<file path="config.mk">
export PLATFORM = sky130hd
export DESIGN_NAME = lsu
export DESIGN_NICKNAME = d
export VERILOG_FILES = /design/src/rtl/lsu.sv
export SDC_FILE = /design/constraint.sdc
export NUM_CORES = 1
export LEC_CHECK = 0
export ABC_AREA = 1
export ABC_CLOCK_PERIOD_IN_PS = 3450
export BUFFER_PORTS_ARGS = -buffer_cell sky130_fd_sc_hd__buf_2
export CAP_MARGIN = 10
export CELL_PAD_IN_SITES_DETAIL_PLACEMENT = 1
export CELL_PAD_IN_SITES_GLOBAL_PLACEMENT = 1
export CORE_MARGIN = 3
export CORE_UTILIZATION = 32
export DETAILED_ROUTE_END_ITERATION = 8
export HOLD_SLACK_MARGIN = 0.05
export PLACE_DENSITY_LB_ADDON = 0.08
export SETUP_SLACK_MARGIN = 0.15
export SYNTH_ARGS = -nofsm -noshare
export SYNTH_HDL_FRONTEND = slang
export SYNTH_SLANG_ARGS = --single-unit
export TNS_END_PERCENT = 5
</file>
<file path="constraint.sdc">
create_clock -name clk -period 3.45 [get_ports clk]
set_input_delay 0.69 -clock clk [delete_from_list [all_inputs] [get_ports clk]]
set_output_delay 0.69 -clock clk [all_outputs]
set_load 0.02 [all_outputs]
</file>
<file path="src/rtl/lsu.sv">
// Load/store unit: one memory op at a time over a valid/ready word bus,
// with store byte-lane replication and load sign/zero extension.
module lsu (
  input  logic        clk,
  input  logic        rst,
  input  logic        req_valid,
  output logic        req_ready,
  input  logic        mem_write,
  input  logic [2:0]  mem_op,
  input  logic [31:0] addr,
  input  logic [31:0] wdata,
  output logic        done,
  output logic        err,
  output logic [31:0] rdata,
  output logic        bus_req_valid,
  input  logic        bus_req_ready,
  output logic        bus_we,
  output logic [31:0] bus_addr,
  output logic [31:0] bus_wdata,
  output logic [3:0]  bus_wstrb,
  input  logic        bus_resp_valid,
  input  logic [31:0] bus_rdata
);

  localparam logic [1:0] IDLE = 2'd0;
  localparam logic [1:0] REQ  = 2'd1;
  localparam logic [1:0] RESP = 2'd2;

  logic [1:0]  state_q, state_d;
  logic        we_q, we_d;
  logic [2:0]  op_q, op_d;
  logic [31:0] addr_q, addr_d;
  logic [31:0] wdata_q, wdata_d;
  logic [3:0]  wstrb_q, wstrb_d;
  logic        done_q, done_d;
  logic        err_q, err_d;
  logic [31:0] rdata_q, rdata_d;

  logic        illegal;
  logic [3:0]  st_strb;
  logic [31:0] st_data;
  logic [31:0] byte_sh, half_sh;
  logic [31:0] ld_data;

  always_comb begin
    illegal = 1'b0;
    case (mem_op)
      3'b000, 3'b100: illegal = mem_write & mem_op[2];
      3'b001, 3'b101: illegal = addr[0] | (mem_write & mem_op[2]);
      3'b010:         illegal = (addr[1:0] != 2'b00);
      default:        illegal = 1'b1;
    endcase
  end

  // Store lanes are computed at acceptance so the bus fields stay frozen in REQ.
  always_comb begin
    st_strb = 4'b1111;
    st_data = wdata;
    case (mem_op[1:0])
      2'b00: begin
        st_strb = 4'b0001 << addr[1:0];
        st_data = {4{wdata[7:0]}};
      end
      2'b01: begin
        st_strb = addr[1] ? 4'b1100 : 4'b0011;
        st_data = {2{wdata[15:0]}};
      end
      default: begin
        st_strb = 4'b1111;
        st_data = wdata;
      end
    endcase
  end

  always_comb begin
    byte_sh = bus_rdata >> {addr_q[1:0], 3'b000};
    half_sh = bus_rdata >> {addr_q[1], 4'b0000};
    case (op_q)
      3'b000:  ld_data = {{24{byte_sh[7]}}, byte_sh[7:0]};
      3'b100:  ld_data = {24'd0, byte_sh[7:0]};
      3'b001:  ld_data = {{16{half_sh[15]}}, half_sh[15:0]};
      3'b101:  ld_data = {16'd0, half_sh[15:0]};
      default: ld_data = bus_rdata;
    endcase
  end

  always_comb begin
    state_d = state_q;
    we_d    = we_q;
    op_d    = op_q;
    addr_d  = addr_q;
    wdata_d = wdata_q;
    wstrb_d = wstrb_q;
    done_d  = 1'b0;
    err_d   = 1'b0;
    rdata_d = rdata_q;
    case (state_q)
      IDLE: begin
        if (req_valid) begin
          we_d    = mem_write;
          op_d    = mem_op;
          addr_d  = addr;
          wdata_d = st_data;
          wstrb_d = mem_write ? st_strb : 4'b0000;
          if (illegal) begin
            done_d = 1'b1;
            err_d  = 1'b1;
          end else begin
            state_d = REQ;
          end
        end
      end
      REQ: begin
        if (bus_req_ready) state_d = RESP;
      end
      RESP: begin
        if (bus_resp_valid) begin
          if (!we_q) rdata_d = ld_data;
          done_d  = 1'b1;
          state_d = IDLE;
        end
      end
      default: state_d = IDLE;
    endcase
  end

  always_ff @(posedge clk or posedge rst) begin
    if (rst) begin
      state_q <= IDLE;
      we_q    <= 1'b0;
      op_q    <= 3'b000;
      addr_q  <= 32'd0;
      wdata_q <= 32'd0;
      wstrb_q <= 4'b0000;
      done_q  <= 1'b0;
      err_q   <= 1'b0;
      rdata_q <= 32'd0;
    end else begin
      state_q <= state_d;
      we_q    <= we_d;
      op_q    <= op_d;
      addr_q  <= addr_d;
      wdata_q <= wdata_d;
      wstrb_q <= wstrb_d;
      done_q  <= done_d;
      err_q   <= err_d;
      rdata_q <= rdata_d;
    end
  end

  assign req_ready     = (state_q == IDLE);
  assign bus_req_valid = (state_q == REQ);
  assign bus_we        = we_q;
  assign bus_addr      = {addr_q[31:2], 2'b00};
  assign bus_wdata     = wdata_q;
  assign bus_wstrb     = wstrb_q;
  assign done          = done_q;
  assign err           = err_q;
  assign rdata         = rdata_q;

endmodule

</file>
# [After elaboration in Yosys (flattened, before gate mapping)]
# Cells that the tools add are included.
[totals] romBits=0 latch_bits=0 mem_count=0 input_bits=105 ram_bits=0 output_inout_bits=105 elab_cells=55 reg_bits=108
[op_classes] reduce_logical=10 n_div=0 multipliers=0 bitwise_logic=3 n_eq_ne=14 muxes=16 order_cmp=0 n_shift=3 addsub=0
[op_table] op="case mux 32 bit (4 select lines)" count=1
[op_table] op="case mux 32 bit (2 select lines)" count=1
[op_table] op=">> shifter 32 x 5 -> 16 bit" count=1
[op_table] op=">> shifter 32 x 5 -> 8 bit" count=1
[op_table] op="equality test 3 bit (second input constant)" count=4
[op_table] op="2-to-1 mux 2 bit" count=4
[op_table] op="2-to-1 mux 4 bit" count=2
[op_table] op="case mux 4 bit (2 select lines)" count=1
[op_table] op="equality test 3 x 1 -> 1 bit (second input constant)" count=2
[op_table] op="zero test 3 bit" count=2
[op_table] op="!= test 2 bit (second input constant)" count=3
[op_table] op="case mux 2 bit (3 select lines)" count=1
[op_table] op="equality test 2 x 1 -> 1 bit (second input constant)" count=2
[op_table] op="zero test 2 bit" count=2
[op_table] op="2-to-1 mux 1 bit" count=4
[op_table] op="AND reduction 4 bit" count=1
[op_table] op="OR reduction 2 bit" count=2
[op_table] op="<< shifter 1 x 2 -> 4 bit (first input constant)" count=1
[op_table] op="equality test 3 x 2 -> 1 bit (second input constant)" count=1
[op_table] op="case mux 1 bit (3 select lines)" count=1
[op_table] op="AND reduction 3 bit" count=1
[op_table] op="equality test 2 bit (second input constant)" count=1
[op_table] op="!= test 2 x 1 -> 1 bit (second input constant)" count=1
[op_table] op="case mux 1 bit (2 select lines)" count=1
[op_table] op="5 further kinds" count=5

# [Depth between registers and ports, before layout]
[depth] depth_word=6 mapped_depth=10 depth_no_buf=8

# [Worst setup path before layout]
# Ideal clock, no wire load.
[synth_path] path_type="reg-to-output" startpoint="reg state_q[1]" endpoint="out bus_req_valid" stages_incl_launch_ff=2 slack_ns=1.970 path_buffers=0 t_arrival_ns=0.790 required_time_ns=2.760 cell_sequence="dfrtp_1 nor2_1"
[synth_via] elab_chain_len=1
[synth_rtl] item="start: declaration" line_no="29" text="logic [1:0] state_q, state_d;"
[synth_rtl] item="start signal: assignment" line_no="139" text="state_q <= state_d;"
[synth_rtl] item="equality test 2 x 1 -> 1 bit" line_no="152" text="assign bus_req_valid = (state_q == REQ);"
[synth_rtl] item="end: declaration" line_no="15" text="output logic bus_req_valid,"
# Every way passes these cells.

# [Worst setup path after layout]
[layout_path] startpoint="reg addr_q[1]" endpoint="reg rdata_q[26] (netlist: rdata[26])"
[layout_via] elab_chain_len=2 word_cells_on_any_way=3 classes_between="2 x shift; 1 x mux"
[layout_rtl] item="start: declaration" line_no="32" text="logic [31:0] addr_q, addr_d;"
[layout_rtl] item="start signal: assignment" line_no="142" text="addr_q <= addr_d;"
[layout_rtl] item=">> shifter 32 x 5 -> 16 bit or >> shifter 32 x 5 -> 8 bit (tied branches)" line_no="77, 76"
[layout_rtl] item="case mux 32 bit (4 select lines) (*)" line_no="78" text="case (op_q)"
[layout_rtl] item="end signal: assignment" line_no="147" text="rdata_q <= rdata_d;"
[layout_rtl] item="end: declaration" line_no="37" text="logic [31:0] rdata_q, rdata_d;"
# Mark *: on every way between the ends. The rest lies on a longest branch, timed or not.
# A chain may end at the register's enable or synchronous reset.

==> out/metrics.csv <==
stage,metric,value,unit
run_status,status,"finished, final reports clean",
worst_setup_path,critical-path cell list,inv_1 > nand3_1 > nand2_1 > nand2_2 > nand3_1 > nand2_1 > inv_1,
synthesis,ranking of synthesized cells by area,"dfrtp_1 (48%), nand2_1 (19%), buf_4 (4.6%), inv_1 (4.0%), nor2_1 (3.6%)",
placed_design,Placer Congestion,0.8689,
worst_setup_path,Crit Path Class,flip-flop to flip-flop,
worst_setup_path,worst r2r path cells,7,
global_routing,vias in the first global route,5623,
synthesis,register area share after synthesis,0.4776,
worst_setup_path,R2R Setup Slk,1.36,ns
layout,highest-count cells in the layout ignoring fill and taps,"nand2_1 (283), buf_2 (207), dfrtp_1 (108)",
timing,final hold vios,0,
clock_network,clk root buf,clkbuf_16,
floorplanning,Initial Util,0.3341,
power,Lkg Pwr,0.003848,µW
timing,fmax,0.4781,GHz
clock_network,# Post-CTS Setup Buffers,0,
floorplanning,Core Footprint,16940,µm²
floorplanning,Die W,139.0,µm
synthesis,asr flop ratio synth,1.000,
worst_setup_path,CP max FO,24,
floorplanning,Die Y,139.0,µm
power,PD cells,732.6,nW/µm²
placed_design,port bufs,207,
layout,ANT cells,0,
clock_network,post-cts repair resize count,0,
worst_setup_path,"Slowest-stage cell, CP",dfrtp_1,
timing,Tightest Pin Transition,1.008,ns
worst_setup_path,Worst setup EP type,flip-flop,
synthesis,"FF+latch count, synth",108,
global_routing,grt ovf,0,
flow_run,max_cap viols,0,
layout,area grow syn2layout,20.34,%
clock_network,CTS Hold Bufs,0,
floorplanning,Core Rows,47,
layout,"most common cell after layout, fill and taps aside",nand2_1,
synthesis,library cells used by synthesis,32,
routing,Vias/cell,4.702,
routing,residual DRC count,0,
routing,Vias,5243,
global_routing,pin count of the biggest net entering global routing,83,
floorplanning,DIE AREA,19320,µm²
worst_setup_path,Startpoint Class,flip-flop,
layout,Non-Filler Instances,1115,
min_path,Tightest Hold Check Type,flip-flop to flip-flop,
layout,final net count,995,
worst_setup_path,origin of the critical flop-to-flop path,addr_q[1]$_DFFE_PP0P_,
worst_setup_path,CP Launch Point,addr_q[1]$_DFFE_PP0P_,
worst_setup_path,biggest cell delay along the critical path,0.72,ns
timing,Slew Limit Fails,0,
worst_setup_path,crit path DAT,2.34,ns
clock_network,CTS Buf Count,9,
routing,Detailed Routing Iterations Pass 1,4,
synthesis,synthesized area,5659,µm²
clock_network,clock buffer depth,2,
worst_setup_path,Worst setup endpoint,rdata[26]$_DFFE_PP0P_,
synthesis,Mean Syn Cell Area,7.700,µm²
layout,share of cells above drive strength 1,0.2905,
timing,Worst Skew,0.006841,ns
timing,TNS Setup,0,ns
timing,worst rel slew slack,0.3283,
worst_setup_path,WP data required,3.70,ns
timing,RSZ-0062 raised after global routing,no,
placed_design,pre-CTS setup slack,1.234,ns
clock_network,# H-tree levels,3,
worst_setup_path,family with the most delay on the worst path,simple AND/OR/NAND/NOR gates,
routing,drt wl/cell,16.09,µm
timing,"Period Utilization, post-route",0.6063,
clock_network,CTS Sinks,108,
worst_setup_path,WP depth,7,
placed_design,Post-Place Cells,1099,
synthesis,Post-synth EDFFs,0,
synthesis,Yosys top cell area share,0.4776,
clock_network,CTS tree,built,
synthesis,Post-Syn Instances,735,
floorplanning,Top Ports,210,
synthesis,Synth Warn #,0,
routing,Routed Antenna Nets,0,
timing,"Min Clock Period, post-route",2.092,ns
global_routing,first-pass GRT wire length,29320,µm
placed_design,DP Wirelength,13480,µm
synthesis,Synth Flop Type,dfrtp_1,
global_routing,GRT Resource Usage Total,0.1857,
power,Max VDD drop,0.2723,mV
worst_setup_path,reg2reg end,rdata[26]$_DFFE_PP0P_,
clock_network,clk_lat worst skew,0.35,ns
synthesis,largest area contributor in the netlist,dfrtp_1,
routing,WL final,17940,µm
clock_network,clock slew at reported path FFs,0.08,ns
routing,DRT iter0 DRCs,205,
timing,fin worst setup slack,1.358,ns
global_routing,antenna violations before repair,2,
worst_setup_path,CP bufs+invs,2,
timing,final setup violation count,0,
layout,Fillers,2181,
## metal layers
metal  global-route usage  up-vias  part of all wire
met1               0.2288     2521              0.42
met5                    0        -            0.0012
met4              0.05149        4             0.011
met2               0.3173      142              0.50
met3              0.05517       17             0.069
li1                     -     2559                 -
## cells in the mapped netlist, types with 6 or more instances
master and n:
or2_1 8, buf_4 35, nor2_1 54, buf_2 18, o21ai_0 20, nand4_1 6
o21ai_1 10, or2_2 8, a21oi_1 28, inv_1 60, buf_6 13, nand3_1 38
dfrtp_1 108, nand2_1 283, a31oi_1 11
## flip-flops by register name, indices dropped and copies added, names as in the netlist
| register | flops |
|---|---|
| addr_q | 32 |
| bus_wdata | 32 |
| bus_we | 1 |
| bus_wstrb | 4 |
| done | 1 |
| err | 1 |
| op_q | 3 |
| rdata | 32 |
| state_q | 2 |
## worst register-to-register path, stage by stage (launching register included)
cell and delay [ns]:
dfrtp_1 0.72, inv_1 0.37, nand3_1 0.18, nand2_1 0.07
nand2_2 0.35, nand3_1 0.16, nand2_1 0.10, inv_1 0.04
## where the power goes
part	leakage, µW	switching, µW	total (µW)	internal (µW)
combinational	0.00240	1330	1990	662
sequential	0.00131	267	1940	1680
clock	0.000142	543	1050	511
total	0.00385	2140	4990	2850
## worst min path at each step
stage / startpoint / slack [ns] / depth (start not counted) / endpoint
3_3_place_gp: addr_q[3]$_DFFE_PP0P_ / 0.45 / 2 / addr_q[3]$_DFFE_PP0P_
3_5_place_dp: addr_q[9]$_DFFE_PP0P_ / 0.46 / 2 / addr_q[9]$_DFFE_PP0P_
2_1_floorplan: addr_q[10]$_DFFE_PP0P_ / 0.44 / 2 / addr_q[10]$_DFFE_PP0P_
4_1_cts: addr_q[9]$_DFFE_PP0P_ / 0.48 / 2 / addr_q[9]$_DFFE_PP0P_
6_report: addr_q[21]$_DFFE_PP0P_ / 0.48 / 2 / addr_q[21]$_DFFE_PP0P_
5_1_grt: addr_q[22]$_DFFE_PP0P_ / 0.50 / 2 / addr_q[22]$_DFFE_PP0P_
## final cells by class
class / instances / area, µm² / share of cell area
timing repair buffer: 212 / 1086 / 0.1595
inverter: 67 / 262.8 / 0.03858
clock buffer: 9 / 225.2 / 0.03307
multi-input combinational: 492 / 2191 / 0.3217
sequential: 108 / 2703 / 0.3968
tap: 220 / 275.3 / 0.04042
clock inverter: 7 / 67.56 / 0.009921
## kinds of logic (layout without fill, tap and decap cells)
kind of cell | Yosys count | after routing | share of synthesized area
AO/OA/AOI/OAI | 79 | 79 | 0.08379
buffers and inverters | 136 | 295 | 0.1360
flip-flops | 108 | 108 | 0.4776
other | 1 | 2 | 0.0006626
AND/OR/NAND/NOR | 411 | 411 | 0.3020
## stage by stage
stage,hold slack (ns),instance area (µm²),utilization,power [µW]
2_1_floorplan,0.4431,5667,-,3407
3_3_place_gp,0.4495,6518,0.3848,3940
3_5_place_dp,0.4584,6518,0.3848,4000
4_1_cts,0.4783,6810,0.4021,5086
5_1_grt,0.5026,6810,0.4021,5370
6_report,0.4760,6810,0.4021,4989
No activity file was read; power rests on OpenSTA's default activity.
